==> src/rtl/cpu_dbg_pkg.sv <==
// Shared debug-sequencer definitions: step FSM state encoding and common widths.
package cpu_dbg_pkg;

  localparam int unsigned WORD_W              = 32;
  localparam int unsigned DEFAULT_HALF_PERIOD = 4;
  localparam int unsigned STATE_W             = 2;

  typedef enum logic [STATE_W-1:0] {
    IDLE   = 2'd0,
    CLK_HI = 2'd1,
    CLK_LO = 2'd2
  } step_state_e;

endpackage

==> src/rtl/sync_edge.sv <==
// Two-flop synchronizer for an asynchronous level plus a one-clk rising-edge pulse.
module sync_edge (
  input  logic clk,
  input  logic reset,
  input  logic async_in,
  output logic rise_c
);

  logic meta;
  logic sync;
  logic sync_d;

  always_ff @(posedge clk or negedge reset) begin
    if (!reset) begin
      meta   <= 1'b0;
      sync   <= 1'b0;
      sync_d <= 1'b0;
    end else begin
      meta   <= async_in;
      sync   <= meta;
      sync_d <= sync;
    end
  end

  // Pulse is built from flop outputs only, so it is glitch-free for one clk.
  assign rise_c = sync & ~sync_d;

endmodule

==> src/rtl/cpu_step_ctrl.sv <==
// Debug clock sequencer: single-step, run-N and free-run CPU clock generation.
// Define CPU_STEP_CTRL_BP_EN to enable the program-counter breakpoint comparator.
module cpu_step_ctrl
  import cpu_dbg_pkg::*;
#(
  parameter int unsigned HALF_PERIOD = DEFAULT_HALF_PERIOD,
  parameter int unsigned CNT_W       = 32
) (
  input  logic              clk,
  input  logic              reset,
  input  logic              step_in,
  input  logic              run_in,
  input  logic              halt_in,
  input  logic [CNT_W-1:0]  run_count,
  input  logic              bp_en,
  input  logic [WORD_W-1:0] bp_addr,
  input  logic [WORD_W-1:0] pc,
  output logic              cpu_clk,
  output logic              busy,
  output logic              bp_hit,
  output logic [CNT_W-1:0]  cycle_cnt
);

  localparam int unsigned PH_W = (HALF_PERIOD > 1) ? $clog2(HALF_PERIOD) : 1;

  localparam logic [STATE_W-1:0] S_IDLE   = STATE_W'(IDLE);
  localparam logic [STATE_W-1:0] S_CLK_HI = STATE_W'(CLK_HI);
  localparam logic [STATE_W-1:0] S_CLK_LO = STATE_W'(CLK_LO);

  logic step_rise_c;
  logic run_rise_c;
  logic halt_rise_c;

  sync_edge u_step_sync (.clk(clk), .reset(reset), .async_in(step_in), .rise_c(step_rise_c));
  sync_edge u_run_sync  (.clk(clk), .reset(reset), .async_in(run_in),  .rise_c(run_rise_c));
  sync_edge u_halt_sync (.clk(clk), .reset(reset), .async_in(halt_in), .rise_c(halt_rise_c));

  logic [STATE_W-1:0] state;
  logic [STATE_W-1:0] state_nxt;
  logic [PH_W-1:0]    phase;
  logic [PH_W-1:0]    phase_nxt;
  logic [CNT_W-1:0]   remaining;
  logic [CNT_W-1:0]   remaining_nxt;
  logic               free_run;
  logic               free_run_nxt;
  logic               halt_pend;
  logic               halt_pend_nxt;
  logic [CNT_W-1:0]   cycle_cnt_nxt;
  logic               bp_hit_nxt;
  logic               bp_match_c;
  logic               phase_last_c;

`ifdef CPU_STEP_CTRL_BP_EN
  assign bp_match_c = bp_en && (pc == bp_addr);
`else
  assign bp_match_c = 1'b0;
`endif

  assign phase_last_c = (phase == PH_W'(HALF_PERIOD - 1));

  // Next-state and datapath update; counters only move at phase/period boundaries.
  always_comb begin
    state_nxt     = state;
    phase_nxt     = phase;
    remaining_nxt = remaining;
    free_run_nxt  = free_run;
    halt_pend_nxt = halt_pend;
    cycle_cnt_nxt = cycle_cnt;
    bp_hit_nxt    = bp_hit;

    case (state)
      S_IDLE: begin
        halt_pend_nxt = 1'b0;
        if (step_rise_c) begin
          remaining_nxt = CNT_W'(1);
          free_run_nxt  = 1'b0;
          bp_hit_nxt    = 1'b0;
          phase_nxt     = '0;
          state_nxt     = S_CLK_HI;
        end else if (run_rise_c) begin
          remaining_nxt = run_count;
          free_run_nxt  = (run_count == '0);
          bp_hit_nxt    = 1'b0;
          phase_nxt     = '0;
          state_nxt     = S_CLK_HI;
        end
      end

      S_CLK_HI: begin
        if (halt_rise_c) begin
          halt_pend_nxt = 1'b1;
        end
        if (phase_last_c) begin
          phase_nxt = '0;
          state_nxt = S_CLK_LO;
        end else begin
          phase_nxt = phase + PH_W'(1);
        end
      end

      S_CLK_LO: begin
        if (halt_rise_c) begin
          halt_pend_nxt = 1'b1;
        end
        if (phase_last_c) begin
          // Period boundary: count it, then decide whether to continue.
          phase_nxt     = '0;
          cycle_cnt_nxt = cycle_cnt + CNT_W'(1);
          if (!free_run) begin
            remaining_nxt = remaining - CNT_W'(1);
          end
          if (bp_match_c) begin
            bp_hit_nxt = 1'b1;
          end
          if ((!free_run && remaining == CNT_W'(1)) || halt_pend || halt_rise_c || bp_match_c) begin
            halt_pend_nxt = 1'b0;
            state_nxt     = S_IDLE;
          end else begin
            state_nxt = S_CLK_HI;
          end
        end else begin
          phase_nxt = phase + PH_W'(1);
        end
      end

      default: begin
        halt_pend_nxt = 1'b0;
        phase_nxt     = '0;
        state_nxt     = S_IDLE;
      end
    endcase
  end

  // cpu_clk and busy are registered from the next state so they align with it.
  always_ff @(posedge clk or negedge reset) begin
    if (!reset) begin
      state     <= S_IDLE;
      phase     <= '0;
      remaining <= '0;
      free_run  <= 1'b0;
      halt_pend <= 1'b0;
      cycle_cnt <= '0;
      cpu_clk   <= 1'b0;
      busy      <= 1'b0;
    end else begin
      state     <= state_nxt;
      phase     <= phase_nxt;
      remaining <= remaining_nxt;
      free_run  <= free_run_nxt;
      halt_pend <= halt_pend_nxt;
      cycle_cnt <= cycle_cnt_nxt;
      cpu_clk   <= (state_nxt == S_CLK_HI);
      busy      <= (state_nxt != S_IDLE);
    end
  end

`ifdef CPU_STEP_CTRL_BP_EN
  always_ff @(posedge clk or negedge reset) begin
    if (!reset) begin
      bp_hit <= 1'b0;
    end else begin
      bp_hit <= bp_hit_nxt;
    end
  end
`else
  assign bp_hit = 1'b0;

  logic unused_bp_c;
  assign unused_bp_c = ^{bp_en, bp_addr, pc, bp_hit_nxt, bp_match_c};
`endif

endmodule

==> config.mk <==
export PLATFORM = sky130hd
export DESIGN_NAME = cpu_step_ctrl
export DESIGN_NICKNAME = d
export VERILOG_FILES = /design/src/rtl/cpu_dbg_pkg.sv /design/src/rtl/sync_edge.sv /design/src/rtl/cpu_step_ctrl.sv
export SDC_FILE = /design/constraint.sdc
export NUM_CORES = 1
export LEC_CHECK = 0
export ABC_CLOCK_PERIOD_IN_PS = 5400
export CORE_MARGIN = 2
export CORE_UTILIZATION = 51
export DETAILED_ROUTE_END_ITERATION = 6
export PLACE_DENSITY = 0.9
export SLEW_MARGIN = 20
export SYNTH_ARGS = -nofsm -noshare
export SYNTH_HDL_FRONTEND = slang
export SYNTH_HIERARCHICAL = 1
export SYNTH_SLANG_ARGS = --single-unit
==> constraint.sdc <==
create_clock -name clk -period 5.4 [get_ports clk]
set_clock_uncertainty 0.15 [all_clocks]
set_input_delay 1.08 -clock clk [delete_from_list [all_inputs] [get_ports clk]]
set_output_delay 1.08 -clock clk [all_outputs]
set_load 0.02 [all_outputs]
==> results of run 1 <==
-- layout make-up --
type,count,share of cell area (%)
Inverter,15,1.05
Timing Repair Buffer,74,13.7
Tap cell,105,2.46
Clock buffer,9,2.32
Clock inverter,7,1.99
Multi-Input combinational cell,345,40.5
Sequential cell,81,38.0
-- layout by cell type (no fill, tap or decap), drive strengths merged, types with 2 or more instances in the layout --
cell type      count
a32oi              5
a22oi              2
nor3b              4
nand4             18
o311ai             3
nor4              17
clkdlybuf4s50     69
bufinv             2
nor2              38
o311a              2
a21oi             21
and4               5
and3               4
nor2b              4
xor2              12
o211ai             2
clkbuf             9
o31ai              4
a311o              2
dfrtp             81
o2bb2ai            2
a21o               2
or4               11
and2               2
a31oi              3
or3b               2
a211oi             9
or3                5
nand3             33
o21ai             26
nand2             38
a32o               2
buf                5
ha                 8
inv               20
xnor2             19
nor3              24
-- through the flow --
step                instances  utilization (%)  setup slack [ps]  hold slack (ps)  power, W
floorplan                 469                -              2970              181   0.00148
global placement          620             61.8              2330              185   0.00166
detailed placement        620             61.8              2220              185   0.00173
CTS                       636             64.6              2220              205   0.00224
global route              636             64.7              2030              219   0.00240
finish                    636             64.7              2070              202   0.00226
-- flip-flops by register name (all words and copies together) (netlist names), 2 cells and up --
| register | cells |
|---|---|
| cycle_cnt | 32 |
| remaining | 32 |
| phase | 2 |
| state | 2 |
-- how the worst max path moves through the flow --
stage                   from            end  slack (ps)  cells after the start
3_3_place_gp   run_count[29]       free_run        2330                      6
4_1_cts             state[0]   remaining[3]        2220                      7
3_5_place_dp        state[0]   remaining[3]        2220                      7
6_report            state[0]  remaining[15]        2070                      7
2_1_floorplan  remaining[18]  remaining[29]        2970                      6
5_1_grt             state[0]  remaining[15]        2030                      7
-- power groups by stage --
stage	clock (W)	combinational, W	sequential [W]
floorplan	0	0.000591	0.000891
global placement	0	0.000746	0.000918
detailed placement	0	0.000793	0.000933
CTS	0.000525	0.000793	0.000923
global route	0.000546	0.000896	0.000955
finish	0.000517	0.000812	0.000931
-- routing by layer --
layer  wire length, um  vias to the layer above  global-route usage, %
met1              4620                     1956                   31.6
met2              5570                      193                   43.5
li1                  -                     1843                      -
met4               404                        0                   13.3
met5                 0                        -                      0
met3               757                       39                   4.50
-- kinds of logic (layout without fill, tap and decap cells) --
logic type,Yosys count,count (layout),synth area share [%]
buffers and inverters,43,105,3.96
DFF,81,81,46.5
and+or+nand+nor,209,209,26.3
other,1,1,0.0860
muxes,2,2,0.488
adders and majority gates,8,8,2.29
AOI/OAI and AO/OA,94,94,14.2
xor gates and xnor gates,31,31,6.22
==> impl_metrics.py, run 1 <==
metrics = {
    "run_status": {
        "outcome": "complete, no violations",
    },
    "floorplanning": {
        "die_area_mm2": 0.00931,
        "die_width_um": 96.5,
        "num_io_pins": 137,
        "core_area_mm2": 0.00826,
        "start_util_pct": 52.8,
        "row_count": 33,
        "die_h_um": 96.5,
    },
    "timing": {
        "finalSetupViolCount": 0,
        "relSlewSlack_pct": 23.1,
        "worstMarginPinSlew_ps": 1150,
        "finalHoldViolations": 0,
        "final_max_slew_viol_count": 0,
        "setup_tns_ps": 0,
        "fin_crit_ps": 3330,
        "max_freq_ghz": 0.301,
        "period_share_pct": 61.6,
        "grt_setup_unrepaired": "no",
    },
    "global_route": {
        "grt_pass1_vias": 4061,
        "antenna_found_initial": 0,
        "grt.overflow.total": 0,
        "grt_pass1_wl_um": 18800,
        "grt.total_usage_pct": 25.7,
        "grt_max_degree": 82,
    },
    "setup_path": {
        "path_class": "reg2reg",
        "path_buf_inv": 3,
        "cp-end-kind": "flip-flop",
        "slowest_delay_ps": 750,
        "r2r_slack_ps": 2070,
        "critPathMaxFanout": 21,
        "r2r_start": "state[0]",
        "path_cells": "inv_1, ha_1, buf_4, inv_1, nand3_1, a21oi_1, a311oi_1",
        "reg2reg_depth": 7,
        "crit_arrival_ps": 3410,
        "crit_path_start_kind": "flip-flop",
        "path_delay_family": "buffers and inverters",
        "cp.required_ps": 5480,
        "critPathSlowestCell": "nand3_1",
        "r2r-end": "remaining[15]",
        "path_common_cell": "inv_1",
    },
    "final_layout": {
        "final_area_mm2": 0.00534,
        "n_fill_cell": 625,
        "syn2layout_area_growth_pct": 22.4,
        "regArea_mm2": 0.00203,
        "multi_input_area_mm2": 0.00216,
        "drive_above_1_share_pct": 6.59,
        "nets": 636,
        "antennaDiodeCount": 0,
    },
    "power": {
        "p_seq_share_pct": 41.2,
        "internal_power_w": 0.00134,
        "power_density_mw_per_mm2": 423,
        "sw_frac_of_total_pct": 40.9,
        "pwr-share-comb_pct": 35.9,
        "p_leak_nw": 2.15,
        "pwr-share-clk_pct": 22.9,
        "ir_worst_vdd_uv": 235,
        "power.switching_w": 0.000924,
    },
    "route": {
        "drtPass1Iterations": 5,
        "totalWireLength_um": 11300,
        "drt-vias-per-instance": 6.34,
        "first_iter_violations": 372,
        "drc": 0,
        "num_vias": 4031,
        "wire_per_inst_um": 17.8,
        "ant_nets": 0,
    },
    "hold_path": {
        "hold_start": "u_run_sync/meta",
        "worstHoldPathType": "reg2reg",
        "hold_depth": 0,
        "holdPathEnd": "u_run_sync/sync",
    },
    "placed_design": {
        "hpwl_um": 7670,
        "placed_cell_area_mm2": 0.00511,
        "routabilityCongestion": 0.887,
        "io_buffer_count": 70,
    },
    "synth": {
        "yosysSeqAreaShare_pct": 46.5,
        "async_reset_ff_share_pct": 100,
        "synth_seq_cells": 81,
        "synth_top_area_share_pct": 46.5,
        "synthesis.area_mm2": 0.00436,
        "yosysTopAreaCell": "dfrtp_1",
        "yosysUniqueCellTypes": 60,
        "avgSynthCellArea_um2": 9.30,
        "synth_commonest_cells": "dfrtp_1 (81), nand2_1 (38), nor2_1 (37)",
        "ys_top_cells_by_area": "dfrtp_1 (46%), xnor2_1 (3.8%), nand3_1 (3.7%)",
        "synth_edf_count": 0,
        "ys_warn_count": 6,
        "synth_most_common_cell": "dfrtp_1",
        "syn_nets": 579,
        "synth_top_flop_cell": "dfrtp_1",
        "synth_cells": 469,
    },
    "clocking": {
        "clock_latency_ps": 370,
        "post_cts_resized": 0,
        "cts.htree.levels": 3,
        "hold_buffers": 0,
        "clk_pin_slew_ps": 90,
        "cts_buffer_depth": 2,
        "clockRootBuffer": "clkbuf_8",
        "cts_buffers": 9,
        "cts_sinks": 81,
        "cts_tree": "yes",
        "post_cts_buffers": 0,
    },
    "flow_run": {
        "cap_viol_max_count": 0,
    },
}
Note: power is estimated with default switching activity, not from simulation.
==> run 2, diff against run 1 <==
ABC_CLOCK_PERIOD_IN_PS = 3300   (was 5400)
CORE_UTILIZATION = 47   (was 51)
PLACE_DENSITY = 0.84   (was 0.9)
clock period = 3.3 ns   (was 5.4 ns; I/O delays follow)
==> impl_metrics.py, run 2 (synthesis gave the netlist of run 1 again) <==
metrics = {
    "final_layout": {
        "final_area_mm2": 0.00533,
        "drive_above_1_share_pct": 7.29,
        "final_cell_mix": "dfrtp_1 (81), clkdlybuf4s50_1 (69), nand2_1 (38), nor2_1 (37), nand3_1 (32)",
        "syn2layout_area_growth_pct": 22.3,
        "final_common_cell": "dfrtp_1",
        "top_regs": "cycle_cnt x32, remaining x32",
        "nets": 640,
        "antennaDiodeCount": 0,
    },
    "placed_design": {
        "io_buffer_count": 70,
        "placed_cell_area_mm2": 0.00514,
        "routabilityCongestion": 0.833,
        "hpwl_um": 7570,
    },
    "power": {
        "ir_worst_vdd_uv": 301,
        "power_density_mw_per_mm2": 666,
        "finalPower_w": 0.00355,
        "p_leak_nw": 2.13,
    },
    "floorplanning": {
        "die_area_mm2": 0.0101,
        "die_h_um": 100,
        "start_util_pct": 47.9,
        "die_width_um": 100,
        "core_area_mm2": 0.00911,
        "num_io_pins": 137,
        "row_count": 35,
    },
    "clocking": {
        "clockRootBuffer": "clkbuf_8",
        "post_cts_buffers": 0,
        "cts_buffer_depth": 2,
        "cts_tree": "yes",
        "post_cts_resized": 0,
        "cts.htree.levels": 3,
        "cts_buffers": 9,
        "clock_latency_ps": 360,
        "cts_sinks": 81,
        "hold_buffers": 0,
        "clk_pin_slew_ps": 80,
    },
    "timing": {
        "setup_tns_ps": 0,
        "finalSetupViolCount": 0,
        "period_share_pct": 80.2,
        "holdWs_ps": 182,
        "max_freq_ghz": 0.378,
        "final_max_slew_viol_count": 0,
        "worstMarginPinSlew_ps": 747,
        "finalHoldViolations": 0,
        "grt_setup_unrepaired": "no",
        "fin_crit_ps": 2650,
        "relSlewSlack_pct": 50.1,
    },
    "setup_path": {
        "path_class": "reg2reg",
        "crit_arrival_ps": 2770,
        "crit_path_start_kind": "flip-flop",
        "cp-end-kind": "flip-flop",
        "cp.required_ps": 3420,
        "critPathMaxFanout": 8,
    },
    "hold_path": {
        "worstHoldPathType": "in2async",
    },
    "route": {
        "drc": 0,
        "drtPass1Iterations": 5,
        "drt-vias-per-instance": 6.13,
        "num_vias": 3957,
        "totalWireLength_um": 10700,
        "wire_per_inst_um": 16.6,
        "first_iter_violations": 380,
        "ant_nets": 0,
    },
    "flow_run": {
        "cap_viol_max_count": 0,
    },
    "global_route": {
        "grt_pass1_wl_um": 18100,
        "grt_pass1_vias": 3797,
        "grt_max_degree": 82,
        "grt.total_usage_pct": 22.4,
        "antenna_found_initial": 0,
        "grt.overflow.total": 0,
    },
    "run_status": {
        "outcome": "complete, no violations",
    },
}
run 2: cell count changes in the layout (fill, tap and decap cells not counted):
| cell | delta |
|---|---|
| bufinv_16 | -2 |
| buf_4 | +4 |
| inv_8 | -1 |
| clkinvlp_4 | +3 |
| clkbuf_8 | +1 |
| inv_6 | -1 |
run 2: report_power, final:
group	internal (W)	leakage, nW	switching [W]	total, W
sequential	0.00123	1.05	0.000289	0.00152
clock	0.000302	0.0859	0.000391	0.000693
combinational	0.000550	1.00	0.000787	0.00134
run 2: layout make-up:
class	count	area, um^2
Tap cell	111	139
Clock inverter	6	48.8
Clock buffer	10	138
Multi-Input combinational cell	345	2160
Fill cell	765	3770
Sequential cell	81	2030
Timing Repair Buffer	78	762
Inverter	15	56.3
run 2: metal layers:
layer	track usage (%)	wire, um
met1	29.3	4690
met2	37.5	5120
met3	4.46	726
met4	7.27	173
met5	0	0
run 2: worst paths after layout:
path,from,slack (ps),to,cells after the start
worst max-delay path,remaining[5],650,remaining[17],5
worst min-delay path,reset,180,remaining[9],1
worst max register to register,remaining[5],650,remaining[17],5
worst min register to register,u_halt_sync/meta,200,u_halt_sync/sync,0
max in group asynchronous,reset,2310,cycle_cnt[0],1
min in group clk,u_halt_sync/meta,200,u_halt_sync/sync,0
run 2: stage by stage:
step	worst slack, ps	instances	utilization [%]
2_1_floorplan	871	469	-
3_3_place_gp	491	630	56.5
3_5_place_dp	466	630	56.5
4_1_cts	662	646	58.5
5_1_grt	491	646	58.6
6_report	653	646	58.6
run 2: critical path, cell delays in order (launching register included):
cell     delay [ps]
dfrtp_1         470
or4_1           710
or2_2           370
nor4_2          470
a32oi_1         210
o22ai_1         190
